===== src/rtl/aes_round_ctrl.sv =====
// Iterative AES round sequencer owning the 128-bit cipher state. With rk_ack held high, done follows start by NR+2 cycles, and every cycle without rk_ack adds one; ACK_TIMEOUT>0 ends a stalled key fetch with err.
// Optional abort input is compiled in when AES_ROUND_CTRL_ABORT_EN is defined.
module aes_round_ctrl #(
    parameter int NR          = 10,
    parameter int ACK_TIMEOUT = 0
) (
    input  logic         clk,
    input  logic         resetn,
    input  logic         start,
    input  logic         decrypt,
    input  logic [127:0] din,
`ifdef AES_ROUND_CTRL_ABORT_EN
    input  logic         abort,
`endif
    output logic         busy,
    output logic         done,
    output logic [127:0] dout,
    output logic         err,
    output logic         rk_req,
    output logic [3:0]   rk_idx,
    input  logic         rk_ack,
    input  logic [127:0] rk,
    output logic [127:0] sb_in,
    output logic         sb_decrypt,
    input  logic [127:0] sb_out,
    output logic [127:0] mc_in,
    output logic         mc_inv,
    input  logic [127:0] mc_out
);

    typedef enum logic [1:0] {IDLE, KEY, FIN} fsm_e;

    localparam logic [3:0] NR_L    = 4'(NR);
    localparam bit         TO_EN   = (ACK_TIMEOUT != 0);
    localparam logic [7:0] TO_LAST = 8'(ACK_TIMEOUT - 1);

    fsm_e         fsm_q;
    logic [127:0] state_q;
    logic [127:0] state_d;
    logic [127:0] dout_q;
    logic [127:0] mc_in_w;
    logic         mode_q;
    logic         busy_q;
    logic         done_q;
    logic         err_q;
    logic         rk_req_q;
    logic [3:0]   rk_idx_q;
    logic [3:0]   step_q;
    logic [7:0]   to_cnt_q;
    logic         abort_w;
    logic         first_step;
    logic         last_step;
    logic         mid_step;

`ifdef AES_ROUND_CTRL_ABORT_EN
    assign abort_w = abort;
`else
    assign abort_w = 1'b0;
`endif

    assign first_step = (step_q == 4'd0);
    assign last_step  = (step_q == NR_L);
    assign mid_step   = (fsm_q == KEY) && !first_step && !last_step;

    // Decrypt adds the round key before InvMixColumns; encrypt adds it after MixColumns.
    always_comb begin
        mc_in_w = sb_out;
        if (mid_step && mode_q) begin
            mc_in_w = sb_out ^ rk;
        end
        state_d = state_q ^ rk;
        if (last_step) begin
            state_d = sb_out ^ rk;
        end else if (!first_step) begin
            state_d = mode_q ? mc_out : (mc_out ^ rk);
        end
    end

    always_ff @(posedge clk or negedge resetn) begin
        if (!resetn) begin
            fsm_q    <= IDLE;
            state_q  <= '0;
            dout_q   <= '0;
            mode_q   <= 1'b0;
            busy_q   <= 1'b0;
            done_q   <= 1'b0;
            err_q    <= 1'b0;
            rk_req_q <= 1'b0;
            rk_idx_q <= '0;
            step_q   <= '0;
            to_cnt_q <= '0;
        end else begin
            done_q <= 1'b0;
            err_q  <= 1'b0;
            case (fsm_q)
                IDLE: begin
                    if (start) begin
                        state_q  <= din;
                        mode_q   <= decrypt;
                        busy_q   <= 1'b1;
                        rk_req_q <= 1'b1;
                        rk_idx_q <= decrypt ? NR_L : 4'd0;
                        step_q   <= '0;
                        to_cnt_q <= '0;
                        fsm_q    <= KEY;
                    end
                end
                KEY: begin
                    if (abort_w) begin
                        busy_q   <= 1'b0;
                        rk_req_q <= 1'b0;
                        to_cnt_q <= '0;
                        fsm_q    <= IDLE;
                    end else if (rk_ack) begin
                        state_q  <= state_d;
                        step_q   <= step_q + 4'd1;
                        to_cnt_q <= '0;
                        if (last_step) begin
                            rk_req_q <= 1'b0;
                            fsm_q    <= FIN;
                        end else begin
                            rk_idx_q <= mode_q ? (rk_idx_q - 4'd1) : (rk_idx_q + 4'd1);
                        end
                    end else if (TO_EN) begin
                        if (to_cnt_q == TO_LAST) begin
                            err_q    <= 1'b1;
                            busy_q   <= 1'b0;
                            rk_req_q <= 1'b0;
                            to_cnt_q <= '0;
                            fsm_q    <= IDLE;
                        end else begin
                            to_cnt_q <= to_cnt_q + 8'd1;
                        end
                    end
                end
                FIN: begin
                    busy_q <= 1'b0;
                    fsm_q  <= IDLE;
                    if (!abort_w) begin
                        dout_q <= state_q;
                        done_q <= 1'b1;
                    end
                end
                default: fsm_q <= IDLE;
            endcase
        end
    end

    assign busy       = busy_q;
    assign done       = done_q;
    assign dout       = dout_q;
    assign err        = err_q;
    assign rk_req     = rk_req_q;
    assign rk_idx     = rk_idx_q;
    assign sb_in      = state_q;
    assign sb_decrypt = mode_q;
    assign mc_in      = mc_in_w;
    assign mc_inv     = mode_q;

endmodule

===== config.mk =====
export PLATFORM = sky130hd
export DESIGN_NAME = aes_round_ctrl
export DESIGN_NICKNAME = d
export VERILOG_FILES = /design/src/rtl/aes_round_ctrl.sv
export SDC_FILE = /design/constraint.sdc
export NUM_CORES = 1
export LEC_CHECK = 0
export ABC_AREA = 0
export BUFFER_PORTS_ARGS = -buffer_cell sky130_fd_sc_hd__buf_2
export CORE_AREA = 2 2 359 361
export DETAILED_ROUTE_END_ITERATION = 7
export DIE_AREA = 0 0 361 363
export GPL_TIMING_DRIVEN = 0
export PLACE_DENSITY = 0.39
export SLEW_MARGIN = 5
export SYNTH_ARGS = -nofsm -noshare
export SYNTH_HDL_FRONTEND = slang
export SYNTH_SLANG_ARGS = --single-unit

===== constraint.sdc =====
create_clock -name clk -period 2.3 [get_ports clk]
set_input_delay 0.23 -clock clk [delete_from_list [all_inputs] [get_ports clk]]
set_output_delay 0.23 -clock clk [all_outputs]
set_load 0.005 [all_outputs]

==> results.json, run 1 <==
{
  "stdcell_area_mm2": 0.0326,
  "htree_levels": 2,
  "synth-edff-count": 0,
  "startpoint_type": "flip-flop",
  "drt-total-wl_mm": 145,
  "synth_cell_type_count": 43,
  "relSlewSlack": 0.338,
  "ys_warn_count": 0,
  "grt_pass1_vias": 26500,
  "syn_avg_cell_area_um2": 7.79,
  "crit_required_ns": 2.07,
  "syn_inst": 2771,
  "critPathTopFamily": "buffers and inverters",
  "path_class": "flip-flop to output pin",
  "yosysTopAreaCell": "dfrtp_1",
  "async_flop_share": 1.00,
  "drive_above_1_share": 0.380,
  "wl_per_cell_um": 26.4,
  "finalCritPeriodShare": 1.29,
  "crit_top_cell": "buf_12",
  "yosys-top-cells-area": "dfrtp_1 31%, xnor2_1 10%, nand2_1 9.1%, o211ai_1 8.9%, o311a_1 5.9%",
  "clockBufferDepth": 3,
  "hold_viol": 0,
  "maxCapViolCount": 0,
  "netlist_area_mm2": 0.0216,
  "rsz0062_at_grt": "yes",
  "areaGrowthSynthToFinish_pct": 51.0,
  "dp_cells": 5348,
  "cts_tree": "built",
  "clk_pin_slew_ns": 0.06,
  "drt_iter0_drc": 1943,
  "place_area_mm2": 0.0284,
  "start_util": 0.170,
  "finalSetupTns_ns": -87.13,
  "setup_viol": 242,
  "cts_buffers": 42,
  "power.leakage_nw": 15.1,
  "ir_drop_mv": 0.698,
  "ioPinCount": 911,
  "violations": "negative setup slack",
  "arrival_ns": 2.75,
  "grt_pass1_wl_mm": 202,
  "path_cells": "inv_2, ha_4, or3b_4, and4_4, buf_12, buf_12, buf_12, nand2_4, xnor2_2, buf_2",
  "synth.top_cell.area_share": 0.313,
  "dieArea_mm2": 0.131,
  "p_per_area_mw_per_mm2": 1290,
  "core_mm2": 0.127,
  "portBuffers": 909,
  "postRouteAntennaNets": 0,
  "cp_slowest_cell": "or3b_4",
  "yosysSeqAreaShare": 0.313,
  "vias_per_cell": 4.76,
  "clock_sinks": 270,
  "drt-pass1-iter-count": 5,
  "grt-ovfl-total": 0,
  "die_height_um": 363,
  "nets": 4325,
  "hold_path_class": "input pin to flip-flop",
  "root_buffer": "clkbuf_16",
  "status": "finished, violations left",
  "antenna_found_initial": 43,
  "ys.flop_type": "dfrtp_1",
  "grt_util_all_layers": 0.212,
  "row_count": 131,
  "finalMaxSlewViolations": 0,
  "tightestPinTransition_ns": 0.993,
  "crit_fanout": 6,
  "setup_ws_ns": -0.676,
  "hpwl_mm": 112,
  "clk_latency_ns": 0.62,
  "ys_seq_elements": 270,
  "critPathBufInv": 5,
  "syn_nets": 3294,
  "finClkSkew_ns": 0.0441,
  "grt_start_max_net_pins": 92,
  "crit_path_max_incr_delay_ns": 0.40,
  "fmax_mhz": 336,
  "stdcell_count": 5513,
  "die-width_um": 361,
  "n_fill_cell": 14200,
  "fin_crit_ns": 2.98,
  "vias": 26300,
  "route.detailed.drc": 0,
  "gp_congestion": 0.871,
  "endpoint_kind": "output pin",
  "hold_ws_ns": 0.0567,
  "post-place-ws_ns": -1.64
}
[flip-flops by register name, summed over array words and instances (netlist names)]
| name | flops |
|---|---|
| busy | 1 |
| done | 1 |
| dout | 128 |
| fsm_q | 2 |
| mc_inv | 1 |
| rk_idx | 4 |
| rk_req | 1 |
| sb_in | 128 |
| step_q | 4 |
[where the power goes]
part	internal, mW	leakage, nW	switching (mW)
clock network	4.34	0.715	2.79
logic	10.9	11.0	14.8
registers	6.49	3.40	2.53
total	21.8	15.1	20.1
[synthesized netlist by cell type, types with 5 or more instances]
cell	number
a21oi_1	132
o311a_1	128
o211ai_1	256
nand3_1	128
or4bb_1	27
nand2_1	524
ha_1	5
inv_1	134
buf_2	76
clkbuf_1	156
buf_1	18
a31o_2	126
nand4bb_1	101
xnor2_1	256
nor2_1	261
o21ai_0	132
dfrtp_1	270
[placed cells by master, fill, tap and decap left out, types with 37 or more instances in the layout]
cell type	count
dlygate4sd3_1	50
buf_2	958
nand2_1	424
o21ai_0	132
dfrtp_1	269
nand2_4	81
nand4bb_1	101
nand3_1	128
xnor2_1	174
inv_1	132
nor2_1	261
xnor2_2	75
a21oi_1	132
clkbuf_16	43
o211ai_1	256
clkbuf_2	37
clkbuf_1	127
o311a_1	128
a31o_2	126
[layout make-up]
type / instances / area, µm² / share of cell area
Multi-Input combinational cell: 2108 / 14700 / 0.451
Clock buffer: 59 / 1210 / 0.0373
Sequential cell: 270 / 6760 / 0.207
Antenna cell: 19 / 47.5 / 0.00146
Inverter: 135 / 507 / 0.0156
Clock inverter: 15 / 249 / 0.00764
Timing Repair Buffer: 989 / 5620 / 0.173
Buffer: 256 / 1390 / 0.0427
Tap cell: 1662 / 2080 / 0.0638
[per-layer routing]
layer  global-route usage  up-vias  routed length [µm]
li1                     -    12000                   -
met3               0.0463      194                9710
met2                0.365     1018               71100
met1                0.264    13100               60100
met4               0.0642       32                4320
met5                    0        -                 193
[worst paths after layout]
check	start	end	slack (ns)	cells past startpoint
max	step_q[0]	mc_in[58]	-0.68	10
min	din[69]	sb_in[69]	0.06	4
max reg2reg	step_q[1]	sb_in[120]	-0.19	8
min reg2reg	dout[33]	dout[33]	0.47	2
max in group asynchronous	resetn	sb_in[59]	0.98	4
min in group asynchronous	resetn	dout[111]	0.28	3
[worst register-to-register path, cell delays in order (launching register included)]
cell and delay (ns):
dfrtp_1 0.39, inv_2 0.06, ha_4 0.15, or3b_4 0.25, buf_2 0.54, buf_2 0.41, o211ai_1 0.15, a31o_2 0.27
a21oi_1 0.15
[cell families after synthesis]
kind of cell	share of synthesized area
buffers and inverters	0.0737
AOI/OAI and AO/OA	0.266
and+or+nand+nor	0.238
other	0.000174
xor gates and xnor gates	0.105
DFF	0.313
adders and majority gates	0.00383
[per-stage QoR]
step | util | power (mW)
after detailed placement | 0.223 | 31.3
after global routing | 0.256 | 44.5
after floorplan | - | 20.4
final | 0.256 | 41.9
after CTS | 0.252 | 41.9
after global placement | 0.222 | 31.2
[what timing repair did]
action,4_1_cts,5_1_grt
hold endpoints to repair,134,0
pin swaps,123,59
setup endpoints to repair,394,295
buffers inserted,17,2
gates cloned,7,1
hold buffers,50,0
gates resized for setup,354,86
Note: power is estimated with default switching activity, not from simulation.
==> inputs of run 2 (changes only) <==
--- a/config.mk
+++ b/config.mk
@@ -16,3 +16,4 @@
 export SYNTH_ARGS = -nofsm -noshare
 export SYNTH_HDL_FRONTEND = slang
 export SYNTH_SLANG_ARGS = --single-unit
+export TNS_END_PERCENT = 30
==> run 2 against run 1 <==
Effect of this change: setup slack worse by 0.0098 ns; the run still ends with negative setup slack left; critical path depth unchanged; register-to-register slack worse by 0.12 ns; cell count about the same; via count about the same; first-iteration DRC count up 5.6%; clock skew down 0.0024 ns; sequential share of layout area up 0.085 points; die area unchanged; non-clock buffer count up 3.
==> results.json, run 2 (synthesized netlist as in run 1, its figures left out) <==
{
  "hold_start": "din[69]",
  "ir_drop_mv": 0.703,
  "vias": 26200,
  "start_util": 0.170,
  "status": "finished, violations left",
  "rsz0062_at_grt": "yes",
  "wl_per_cell_um": 26.4,
  "hold_ws_ns": 0.0552,
  "finClkSkew_ns": 0.0417,
  "grt_start_max_net_pins": 92,
  "p_int_mw": 21.7,
  "root_buffer": "clkbuf_16",
  "crit_fanout": 6,
  "p_seq_frac": 0.217,
  "power.switching_mw": 20.0,
  "relSlewSlack": 0.318,
  "htree_levels": 2,
  "grt-ovfl-total": 0,
  "drt-pass1-iter-count": 5,
  "tightestPinTransition_ns": 1.02,
  "critPathBufInv": 5,
  "drive_above_1_share": 0.379,
  "dieArea_mm2": 0.131,
  "crit_start": "step_q[0]",
  "vias_per_cell": 4.76,
  "die_height_um": 363,
  "hold_viol": 0,
  "finalCritPeriodShare": 1.30,
  "grt_pass1_vias": 26500,
  "p_sw_frac": 0.480,
  "place_area_mm2": 0.0284,
  "path_cells": "inv_2, ha_4, or3b_4, and4_4, buf_12, buf_12, buf_12, nand2_4, xnor2_2, buf_2",
  "cts_buffers": 42,
  "clockBufferDepth": 3,
  "worstReg2RegStart": "mc_inv",
  "setup_viol": 252,
  "grt_util_all_layers": 0.212,
  "postRouteAntennaNets": 0,
  "fmax_mhz": 335,
  "grt_pass1_wl_mm": 202,
  "crit_top_cell": "buf_12",
  "n_fill_cell": 14200,
  "setup_ws_ns": -0.686,
  "cts_tree": "built",
  "path_class": "flip-flop to output pin",
  "route.detailed.drc": 0,
  "cp_slowest_cell": "or3b_4",
  "p_total_mw": 41.7,
  "antenna_found_initial": 43,
  "clk_pin_slew_ns": 0.06,
  "p_per_area_mw_per_mm2": 1290,
  "endpoint_kind": "output pin",
  "drt_iter0_drc": 2051,
  "die-width_um": 361,
  "power.leakage_nw": 15.0,
  "fin_crit_ns": 2.99,
  "critPathTopFamily": "buffers and inverters",
  "combPwrFrac": 0.612,
  "gp_congestion": 0.871,
  "core_mm2": 0.127,
  "ioPinCount": 911,
  "clock_power_share": 0.171,
  "startpoint_type": "flip-flop",
  "nets": 4328,
  "finalMaxSlewViolations": 0,
  "hold_path_class": "input pin to flip-flop",
  "drt-total-wl_mm": 145,
  "violations": "negative setup slack",
  "clock_sinks": 270,
  "arrival_ns": 2.76,
  "post-place-ws_ns": -1.64,
  "areaGrowthSynthToFinish_pct": 50.4,
  "maxCapViolCount": 0,
  "row_count": 131,
  "final_util": 0.255,
  "portBuffers": 909,
  "clk_latency_ns": 0.62,
  "hpwl_mm": 112,
  "crit_required_ns": 2.07,
  "stdcell_area_mm2": 0.0324,
  "final_common_cell": "buf_2",
  "final_cell_mix": "967 x buf_2, 427 x nand2_1, 269 x dfrtp_1",
  "crit_path_max_incr_delay_ns": 0.41
}
## run 2: changes by cell type in the layout (fill, tap and decap cells not counted), moves of 2 or more
cell      delta
buf_6        -2
nand2_2      +7
nand2_4     -10
xnor2_1      +7
xnor2_2      -7
diode_2      -7
clkbuf_4     -3
buf_2        +9
nand2_1      +3
## run 2: per-stage QoR
stage / setup TNS (ns) / instances
6_report: -89.90 / 5509
3_3_place_gp: -1846.72 / 5342
4_1_cts: -103.99 / 5496
2_1_floorplan: 0 / 2771
5_1_grt: -117.03 / 5504
3_5_place_dp: -296.53 / 5348
## run 2: layout make-up
type	count	area [µm²]	area share
Multi-Input combinational cell	2108	14600	0.450
Sequential cell	270	6760	0.208
Timing Repair Buffer	990	5640	0.174
Tap cell	1662	2080	0.0641
Buffer	258	1360	0.0420
Clock buffer	59	1210	0.0375
Inverter	135	507	0.0156
Clock inverter	15	249	0.00768
Antenna cell	12	30.0	0.000926
## run 2: power by group through the flow
stage / Combinational (mW) / Sequential (mW) / Clock (mW)
after CTS: 25.3 / 9.03 / 7.37
after detailed placement: 22.2 / 9.13 / 0
after global routing: 27.5 / 9.27 / 7.50
after global placement: 22.1 / 9.11 / 0
after floorplan: 12.2 / 8.25 / 0
final: 25.5 / 9.04 / 7.15
## run 2: worst register-to-register path, stage by stage, from the launching register on
cell and delay (ns):
dfrtp_2 0.41, buf_4 0.22, clkbuf_1 0.52, buf_2 0.46
inv_1 0.14, fa_1 0.40, xor2_1 0.17, o31ai_1 0.19
## run 2: worst paths after layout
path                             end  slack, ns  cells after the start
setup / recovery           mc_in[58]      -0.69                     10
hold / removal             sb_in[69]       0.06                      4
setup reg to reg           rk_idx[2]      -0.31                      7
hold reg to reg             dout[33]       0.47                      2
max in group asynchronous  sb_in[59]       0.97                      4
min in group asynchronous  dout[111]       0.28                      3
## run 2: what timing repair did
action,CTS,global route
endpoints found under the hold margin,134,0
pin swaps,109,60
gates resized for setup,311,111
endpoints found under the setup margin,394,295
hold buffers,50,0
cloned,7,1
setup buffers,17,2
## run 2: routing by layer
metal	wire length, µm	track usage	up-vias
li1	-	-	12000
met1	60400	0.265	13000
met2	70700	0.365	1009
met3	9570	0.0441	198
met4	4540	0.0642	38
met5	243	0	-
==> inputs of run 3 (changes only) <==
==> constraint.sdc (replaced) <==
create_clock -name clk -period 3.4 [get_ports clk]
set_input_delay 0.34 -clock clk [delete_from_list [all_inputs] [get_ports clk]]
set_output_delay 0.34 -clock clk [all_outputs]
set_load 0.005 [all_outputs]
==> run 3 against run 2 <==
Effect of this change: the flow now finishes without violations; final area is 7.4% lower; sequential power is 32% lower; global-route usage is 0.34 points lower; hold slack better by 0.020 ns; setup slack better by 0.80 ns; non-clock buffer count is 71 lower; first-iteration DRC count is 7.6% lower; power is 38% lower; register-to-register slack better by 0.84 ns.
==> results.json, run 3 (synthesized netlist as in run 1, its figures left out) <==
{
  "clk_latency_ns": 0.62,
  "final_common_cell": "buf_2",
  "multiInputGateArea_mm2": 0.0133,
  "path_cells": "inv_2, ha_2, or3b_4, and4_2, buf_12, buf_4, nand2_1, xnor2_2, buf_2",
  "tightestPinTransition_ns": 1.14,
  "drt-pass1-iter-count": 6,
  "power.switching_mw": 12.6,
  "finClkSkew_ns": 0.0459,
  "ioPinCount": 911,
  "grt_pass1_vias": 26000,
  "n_fill_cell": 14400,
  "grt_util_all_layers": 0.209,
  "rr_worst_depth": 7,
  "drt-total-wl_mm": 143,
  "clockBufferDepth": 3,
  "grt_start_max_net_pins": 92,
  "nets": 4257,
  "p_total_mw": 26.0,
  "portBuffers": 909,
  "whs_path_depth": 3,
  "hold_ws_ns": 0.0747,
  "ir_drop_mv": 0.372,
  "rrSetupSlack_ns": 0.53,
  "p_int_mw": 13.4,
  "p_sw_frac": 0.486,
  "die_height_um": 363,
  "antenna_found_initial": 51,
  "vias_per_cell": 4.74,
  "clk_pin_slew_ns": 0.06,
  "finalSetupTns_ns": 0,
  "rsz0062_at_grt": "no",
  "arrival_ns": 2.95,
  "combPwrFrac": 0.579,
  "crit_path_max_incr_delay_ns": 0.42,
  "startpoint_type": "flip-flop",
  "power.leakage_nw": 13.5,
  "cts_buffers": 42,
  "cp_slowest_cell": "or3b_4",
  "worstReg2RegStart": "fsm_q[0]",
  "clock_power_share": 0.186,
  "maxCapViolCount": 0,
  "clock_sinks": 270,
  "path_class": "flip-flop to output pin",
  "fmax_mhz": 304,
  "finalMaxSlewViolations": 0,
  "final_util": 0.237,
  "status": "complete, no violations",
  "regArea_mm2": 0.00676,
  "drt_iter0_drc": 1896,
  "dieArea_mm2": 0.131,
  "drive_above_1_share": 0.323,
  "crit_fanout": 10,
  "stdcell_count": 5441,
  "relSlewSlack": 0.238,
  "finalCritPeriodShare": 0.968,
  "hpwl_mm": 112,
  "grt-ovfl-total": 0,
  "cts_tree": "built",
  "root_buffer": "clkbuf_16",
  "crit_required_ns": 3.06,
  "wl_per_cell_um": 26.3,
  "areaGrowthSynthToFinish_pct": 39.3,
  "critPathTopFamily": "simple AND/OR/NAND/NOR gates",
  "die-width_um": 361,
  "route.detailed.drc": 0,
  "vias": 25800,
  "gp_congestion": 0.871,
  "r2r_end": "dout[67]",
  "min_to": "rk_req",
  "p_per_area_mw_per_mm2": 865,
  "p_seq_frac": 0.236,
  "dp_cells": 5348,
  "postRouteAntennaNets": 0,
  "core_mm2": 0.127,
  "setup_viol": 0,
  "hold_path_class": "input pin to flip-flop",
  "htree_levels": 2,
  "start_util": 0.170,
  "final_cell_mix": "971 x buf_2, 521 x nand2_1, 269 x dfrtp_1",
  "critPathBufInv": 4,
  "hold_start": "start",
  "row_count": 131,
  "fin_crit_ns": 3.29,
  "endpoint_kind": "output pin",
  "hold_viol": 0,
  "grt_pass1_wl_mm": 199
}
## run 3: cell types whose count changed in the layout (fill, tap and decap cells not counted), moves of 18 or more
cell / previous run / this run
nand2_4: 71 / 1
dlygate4sd3_1: 50 / 3
xnor2_1: 181 / 250
xnor2_2: 68 / 5
nand2_2: 20 / 2
clkbuf_2: 38 / 8
nand2_1: 427 / 521
clkbuf_1: 128 / 159
## run 3: power by group through the flow
| stage | Clock, mW | Sequential [mW] | Combinational [mW] |
|---|---|---|---|
| 2_1_floorplan | 0 | 5.58 | 8.22 |
| 6_report | 4.83 | 6.13 | 15.0 |
| 5_1_grt | 5.08 | 6.29 | 16.4 |
| 3_5_place_dp | 0 | 6.17 | 15.0 |
| 3_3_place_gp | 0 | 6.17 | 14.9 |
| 4_1_cts | 4.98 | 6.13 | 15.2 |
## run 3: how the worst max path moves through the flow
stage / start / endpoint / slack [ns] / depth (start not counted)
6_report: step_q[0] / mc_in[85] / 0.11 / 9
5_1_grt: step_q[1] / mc_in[25] / 0.006 / 9
3_3_place_gp: resetn / dout[45] / -4.47 / 1
4_1_cts: step_q[0] / mc_in[122] / -0.006 / 9
3_5_place_dp: step_q[0] / mc_in[62] / -0.65 / 9
2_1_floorplan: step_q[0] / mc_in[107] / 1.32 / 8
## run 3: routing by layer
metal	track usage	routed length [µm]	vias to the layer above
li1	-	-	11800
met4	0.0560	3740	54
met1	0.259	59400	12800
met5	0	337	-
met2	0.362	70000	960
met3	0.0473	9700	200
## run 3: worst reg2reg max path, cell delays in order, from the launching register on
cell	delay, ns
dfrtp_1	0.36
buf_4	0.16
nand2b_1	0.44
inv_1	0.26
clkbuf_2	0.67
clkbuf_1	0.64
nand2_1	0.20
nand2_1	0.09
## run 3: what timing repair did
item                                    in CTS  in global routing
hold buffers                                 3                  0
gates resized for setup                     30                  5
hold endpoints to repair                    97                  0
setup buffers                                1                  0
endpoints found under the setup margin     128                 44
## run 3: cell type report
type,instances,share of cell area
multi-input cells,2108,0.443
flip-flops and latches,270,0.225
repair buffers,919,0.158
well taps,1662,0.0692
clock buffers,59,0.0404
plain buffers,258,0.0379
inverters,135,0.0169
clock inverters,15,0.00829
diodes,15,0.00125
## run 3: stage by stage
step	cell area, µm²	setup WS [ns]
3_5_place_dp	28400	-0.650
2_1_floorplan	21600	1.32
5_1_grt	30000	0.00642
4_1_cts	30000	-0.00589
3_3_place_gp	28200	-4.47
6_report	30000	0.110
